==> src/rtl/pwm_pkg.sv <==
// Shared PWM definitions: FSM state encoding and default sizing, also used
// by the output-mode FSM top level.
package pwm_pkg;

    typedef enum logic {
        IDLE = 1'b0,
        RUN  = 1'b1
    } pwm_state_e;

    localparam int PWM_DATA_W   = 8;
    localparam int PWM_PRESCALE = 4;

endpackage

==> src/rtl/pwm_tick_gen.sv <==
// Prescaler producing one PWM tick every PRESCALE clocks. Held at zero
// while clear is high so a period always starts from a fresh prescale phase.
module pwm_tick_gen
    import pwm_pkg::*;
#(
    parameter int PRESCALE = PWM_PRESCALE
) (
    input  logic clk,
    input  logic reset_n,
    input  logic clear,
    output logic tick
);

    // Keep at least one bit so PRESCALE = 1 still elaborates cleanly.
    localparam int              PS_W    = (PRESCALE > 1) ? $clog2(PRESCALE) : 1;
    localparam logic [PS_W-1:0] PS_LAST = PS_W'(PRESCALE - 1);

    logic [PS_W-1:0] prescaler;

    assign tick = ~clear && (prescaler == PS_LAST);

    // Prescaler counts up and wraps on tick; clear forces it back to zero.
    always_ff @(posedge clk or negedge reset_n) begin
        if (!reset_n) begin
            prescaler <= '0;
        end else if (clear || tick) begin
            prescaler <= '0;
        end else begin
            prescaler <= prescaler + 1'b1;
        end
    end

endmodule

==> src/rtl/pwm_output_stage.sv <==
// PWM output stage: single-entry sample buffer, period counter, IDLE/RUN
// FSM and duty compare. New duty values only land on a period boundary
// (or immediately while idle) so no period is ever truncated.
module pwm_output_stage
    import pwm_pkg::*;
#(
    parameter int DATA_W   = PWM_DATA_W,
    parameter int PRESCALE = PWM_PRESCALE
) (
    input  logic              clk,
    input  logic              reset_n,
    input  logic              pwm_enable,
    input  logic              sample_valid,
    input  logic [DATA_W-1:0] sample_data,
    output logic              sample_ready,
    output logic              pwm_out,
    output logic              period_start,
    output logic [DATA_W-1:0] duty_active
);

    localparam logic [DATA_W-1:0] CNT_MAX = {DATA_W{1'b1}};

    pwm_state_e        state, state_nxt;
    logic              run;
    logic              tick;
    logic              boundary;
    logic [DATA_W-1:0] cnt;
    logic              pend_full;
    logic [DATA_W-1:0] pend_data;
    logic              accept;
    logic              consume;

    // FSM state register.
    always_ff @(posedge clk or negedge reset_n) begin
        if (!reset_n) state <= IDLE;
        else          state <= state_nxt;
    end

    // Next state simply follows the enable from the output-mode FSM.
    always_comb begin
        state_nxt = state;
        case (state)
            IDLE:    if (pwm_enable)  state_nxt = RUN;
            RUN:     if (!pwm_enable) state_nxt = IDLE;
            default: state_nxt = IDLE;
        endcase
    end

    // FSM decoded output: counters only advance while running.
    always_comb begin
        run = 1'b0;
        if (state == RUN) run = 1'b1;
    end

    pwm_tick_gen #(
        .PRESCALE (PRESCALE)
    ) u_tick (
        .clk     (clk),
        .reset_n (reset_n),
        .clear   (~run),
        .tick    (tick)
    );

    assign boundary     = tick && (cnt == CNT_MAX);
    assign sample_ready = ~pend_full;
    assign accept       = sample_valid && ~pend_full;
    // Accept needs an empty buffer, so accept and consume never coincide.
    assign consume      = pend_full && (~run || boundary);

    // Period counter: held at zero in IDLE, natural wrap at 2^DATA_W.
    always_ff @(posedge clk or negedge reset_n) begin
        if (!reset_n)  cnt <= '0;
        else if (!run) cnt <= '0;
        else if (tick) cnt <= cnt + 1'b1;
    end

    // Holding buffer and applied duty; idle drains every cycle so the
    // latest sample is already applied when RUN begins.
    always_ff @(posedge clk or negedge reset_n) begin
        if (!reset_n) begin
            pend_full   <= 1'b0;
            pend_data   <= '0;
            duty_active <= '0;
        end else if (accept) begin
            pend_full   <= 1'b1;
            pend_data   <= sample_data;
        end else if (consume) begin
            pend_full   <= 1'b0;
            duty_active <= pend_data;
        end
    end

    // Registered PWM compare and period-start pulse. The boundary term is
    // gated by enable so the pulse never lands in a cycle spent in IDLE.
    always_ff @(posedge clk or negedge reset_n) begin
        if (!reset_n) begin
            pwm_out      <= 1'b0;
            period_start <= 1'b0;
        end else begin
            pwm_out      <= pwm_enable && run && (cnt < duty_active);
            period_start <= pwm_enable && (run ? boundary : 1'b1);
        end
    end

endmodule

==> config.mk <==
export PLATFORM = sky130hd
export DESIGN_NAME = pwm_output_stage
export DESIGN_NICKNAME = d
export VERILOG_FILES = /design/src/rtl/pwm_pkg.sv /design/src/rtl/pwm_tick_gen.sv /design/src/rtl/pwm_output_stage.sv
export SDC_FILE = /design/constraint.sdc
export NUM_CORES = 1
export LEC_CHECK = 0
export ABC_AREA = 1
export ABC_CLOCK_PERIOD_IN_PS = 1500
export CAP_MARGIN = 20
export CORE_MARGIN = 1.5
export CORE_UTILIZATION = 47
export CTS_CLUSTER_DIAMETER = 50
export DETAILED_ROUTE_END_ITERATION = 10
export HOLD_SLACK_MARGIN = 0.12
export PLACE_DENSITY = 0.74
export SKIP_CTS_REPAIR_TIMING = 1
export SLEW_MARGIN = 25
export SYNTH_ARGS = -nofsm -noshare
export SYNTH_HDL_FRONTEND = slang
export SYNTH_HIERARCHICAL = 1
export SYNTH_SLANG_ARGS = --single-unit
==> constraint.sdc <==
create_clock -name clk -period 1.5 [get_ports clk]
set_input_delay 0.3 -clock clk [delete_from_list [all_inputs] [get_ports clk]]
set_output_delay 0.3 -clock clk [all_outputs]
set_load 0.02 [all_outputs]
==> results.json, run 1 <==
{
  "port_buffers": 22,
  "p_int_mw": 1.41,
  "relSlewSlack_pct": 74.8,
  "synthTopCellsByArea": "dfrtp_1 50%, nand2_1 9.7%, ha_1 7.5%",
  "synth_xor_area_share_pct": 0,
  "die-area_um2": 3560,
  "synth_area_um2": 1510,
  "antenna_found_initial": 0,
  "reg2reg_slack_ps": 80,
  "post-route-period-util_pct": 94.7,
  "drive_gt1_share_pct": 13.9,
  "synth_mux_area_share_pct": 5.98,
  "yosysTopAreaCellShare_pct": 49.8,
  "netlist_instances": 161,
  "power_leakage_nw": 1.06,
  "worst_pin_slew_ps": 379,
  "crit_chain": "ha_1, inv_2, nor2_4, buf_4, nor2_4, inv_1, nand2_1, nand2_1, nand2_1, nor2_1",
  "period_needed_ps": 1420,
  "fin_cells": 238,
  "path_max_fanout": 3,
  "p_switching_mw": 0.694,
  "first_global_vias": 1194,
  "reg2regPathDepth": 10,
  "ys_seq_area_share_pct": 49.8,
  "combPwrFrac_pct": 30.2,
  "root_buffer": "clkbuf_4",
  "drtAntennaViolNets": 0,
  "cpMostUsedCell": "nand2_1",
  "hold_ws_ps": 359,
  "yosys.area_share.simple_pct": 25.6,
  "critPathRequiredTime_ps": 1720,
  "slew_violations": 0,
  "clk_pin_slew_worst_paths_ps": 80,
  "timing.rr.end": "cnt[6]",
  "via_per_inst": 4.84,
  "num_rows": 20,
  "cts_made_buffers": 5,
  "ys_ff_latch": 30,
  "fin_area_um2": 1900,
  "avgSynthCellArea_um2": 9.36,
  "p_sw_share_pct": 33.0,
  "cp-end-kind": "flop",
  "io_pins": 23,
  "cp-start-kind": "flop",
  "status": "finished clean",
  "synth_edf_count": 0,
  "placed_area_um2": 1810,
  "grt_pass1_wl_mm": 5.19,
  "r2r-start": "u_tick/prescaler[0]",
  "clk-insertion-delay-late_ps": 320,
  "rsz0062_at_grt": "false",
  "first_pass_iters": 3,
  "htreeDepth": 2,
  "pwr-share-clk_pct": 20.4,
  "floorplan.initialDensity_pct": 49.4,
  "fillers": 284,
  "place_congestion": 0.846,
  "dp.cells": 231,
  "wl_per_cell_um": 12.4,
  "yosys.area.top_type": "dfrtp_1",
  "synth_ff_type": "dfrtp_1",
  "hold_viol_final": 0,
  "grt_use_total_pct": 20.0,
  "core_area_um2": 3050,
  "drt-initial-drc-count": 68,
  "synth_cell_types": 22,
  "die_y_um": 59.6,
  "drc": 0,
  "skew_ps": 3.73,
  "dpl.hpwl_mm": 2.22,
  "critPathSlowestCell": "dfrtp_1",
  "finalWirelength_mm": 2.96,
  "synth_warnings": 6,
  "crit_path_end": "cnt[6]",
  "ys_async_sr_fraction_pct": 100,
  "syn_to_final_growth_pct": 26.0,
  "setup.worst_path.start": "u_tick/prescaler[0]",
  "synth_top_family_by_area": "simple AND/OR/NAND/NOR gates",
  "slowest_delay_ps": 390,
  "worst-setup-path-type": "reg -> reg",
  "die_x_um": 59.6,
  "vias": 1152,
  "layout_setup_ws_ps": 79.8,
  "setup_viol": 0,
  "cts.sinks": 30,
  "cp_num_cells": 10,
  "p_total_mw": 2.10,
  "clk_path_buf_depth": 2,
  "min_path_type": "in -> async",
  "worst-path-buf-inv": 3,
  "clock.fmax_mhz": 704,
  "cp_top_family": "simple AND/OR/NAND/NOR gates",
  "synth_fa_ha_area_share_pct": 7.47,
  "synthesis.nets": 182,
  "p_seq_share_pct": 49.4,
  "crit_arrival_ps": 1640,
  "overflow": 0,
  "synth_compound_area_share_pct": 3.90,
  "grt_max_degree": 31,
  "peakVddDrop_uv": 902,
  "finish.net_count": 215,
  "p_per_area_nw_per_um2": 1110,
  "place_ws_ps": 53.4,
  "cts_tree": "built",
  "n_antenna_cell": 0,
  "cap_violations": 0
}
how the worst min path moves through the flow:
stage          slack (ps)             endpoint                 from  depth (start not counted)
6_report              360       duty_active[4]              reset_n                          2
5_1_grt               390       duty_active[5]              reset_n                          2
4_1_cts               360              pwm_out              reset_n                          2
3_5_place_dp          430  u_tick/prescaler[0]  u_tick/prescaler[0]                          1
3_3_place_gp          420  u_tick/prescaler[0]  u_tick/prescaler[0]                          1
2_1_floorplan           4               cnt[0]              reset_n                          0
power by group through the flow:
stage | Combinational [mW] | Sequential (mW) | Clock (mW)
floorplan | 0.290 | 1.12 | 0
global placement | 0.626 | 1.05 | 0
detailed placement | 0.656 | 1.05 | 0
CTS | 0.657 | 1.04 | 0.447
global route | 0.704 | 1.06 | 0.485
finish | 0.635 | 1.04 | 0.429
cell usage after synthesis, types with 2 or more instances:
cell type	number
inv_1	22
nand2_4	2
ha_1	9
o21ai_0	2
nand4_1	2
mux2_2	3
a21oi_1	6
dfrtp_1	30
nand3_1	15
mux2_1	5
nor2_4	2
nand2_1	39
nor2_2	2
nand2_8	2
inv_2	2
nor2_1	12
kinds of logic (layout without fill, tap and decap cells):
family	count (synthesis)	in the layout
AO/OA/AOI/OAI	11	11
adder cells (fa/ha/maj)	9	9
multiplexers	8	8
flip-flops	30	30
buffers and inverters	26	59
AND/OR/NAND/NOR	77	77
layout make-up:
type                       instances  area [um^2]  area share, %
sequential                        30          751           39.5
inverter                          24         90.1           4.74
clock buffer                       7         45.0           2.37
tap                               44         55.1           2.90
multi-input combinational        105          666           35.0
timing repair buffer              28          293           15.4
placed cells by master (no fill, tap or decap):
cell,count
nor2_4,4
mux2_2,3
clkbuf_4,5
o22ai_1,1
a21oi_1,6
ha_1,9
o21ai_0,2
dlymetal6s2s_1,11
a21boi_1,1
mux2_1,5
nand3_2,2
o21ai_1,1
nor2_2,1
clkdlybuf4s50_1,11
nand2_1,39
buf_4,6
nor2_1,11
inv_1,22
nand3_1,14
inv_2,2
dfrtp_1,30
nand2_8,2
nand4_1,2
nand2_4,2
clkbuf_1,2
registers in the layout, indices dropped and copies added (netlist names):
name              count
u_tick/prescaler      2
period_start          1
duty_active           8
pend_full             1
cnt                   8
pend_data             8
pwm_out               1
state                 1
metal layers:
layer	track usage [%]	up-vias	part of all wire [%]
li1	-	579	-
met1	26.0	549	46
met2	31.2	18	48
met3	6.77	6	4.2
met4	6.67	0	1.8
met5	0	-	0
through the flow:
step                      setup TNS, ps  utilization [%]
after floorplan                       0                -
after global placement                0             59.3
after detailed placement              0             59.3
after CTS                         -1550             60.7
after global routing                  0             62.2
final                                 0             62.2
No activity file was read; power rests on OpenSTA's default activity.
==> run 2, diff against run 1 <==
Settings changed: CTS_CLUSTER_DIAMETER 50 to 80, CTS_CLUSTER_SIZE set to 14.
==> results of run 2 <==
Final layout, timing and power as in run 1 (identical DEF).
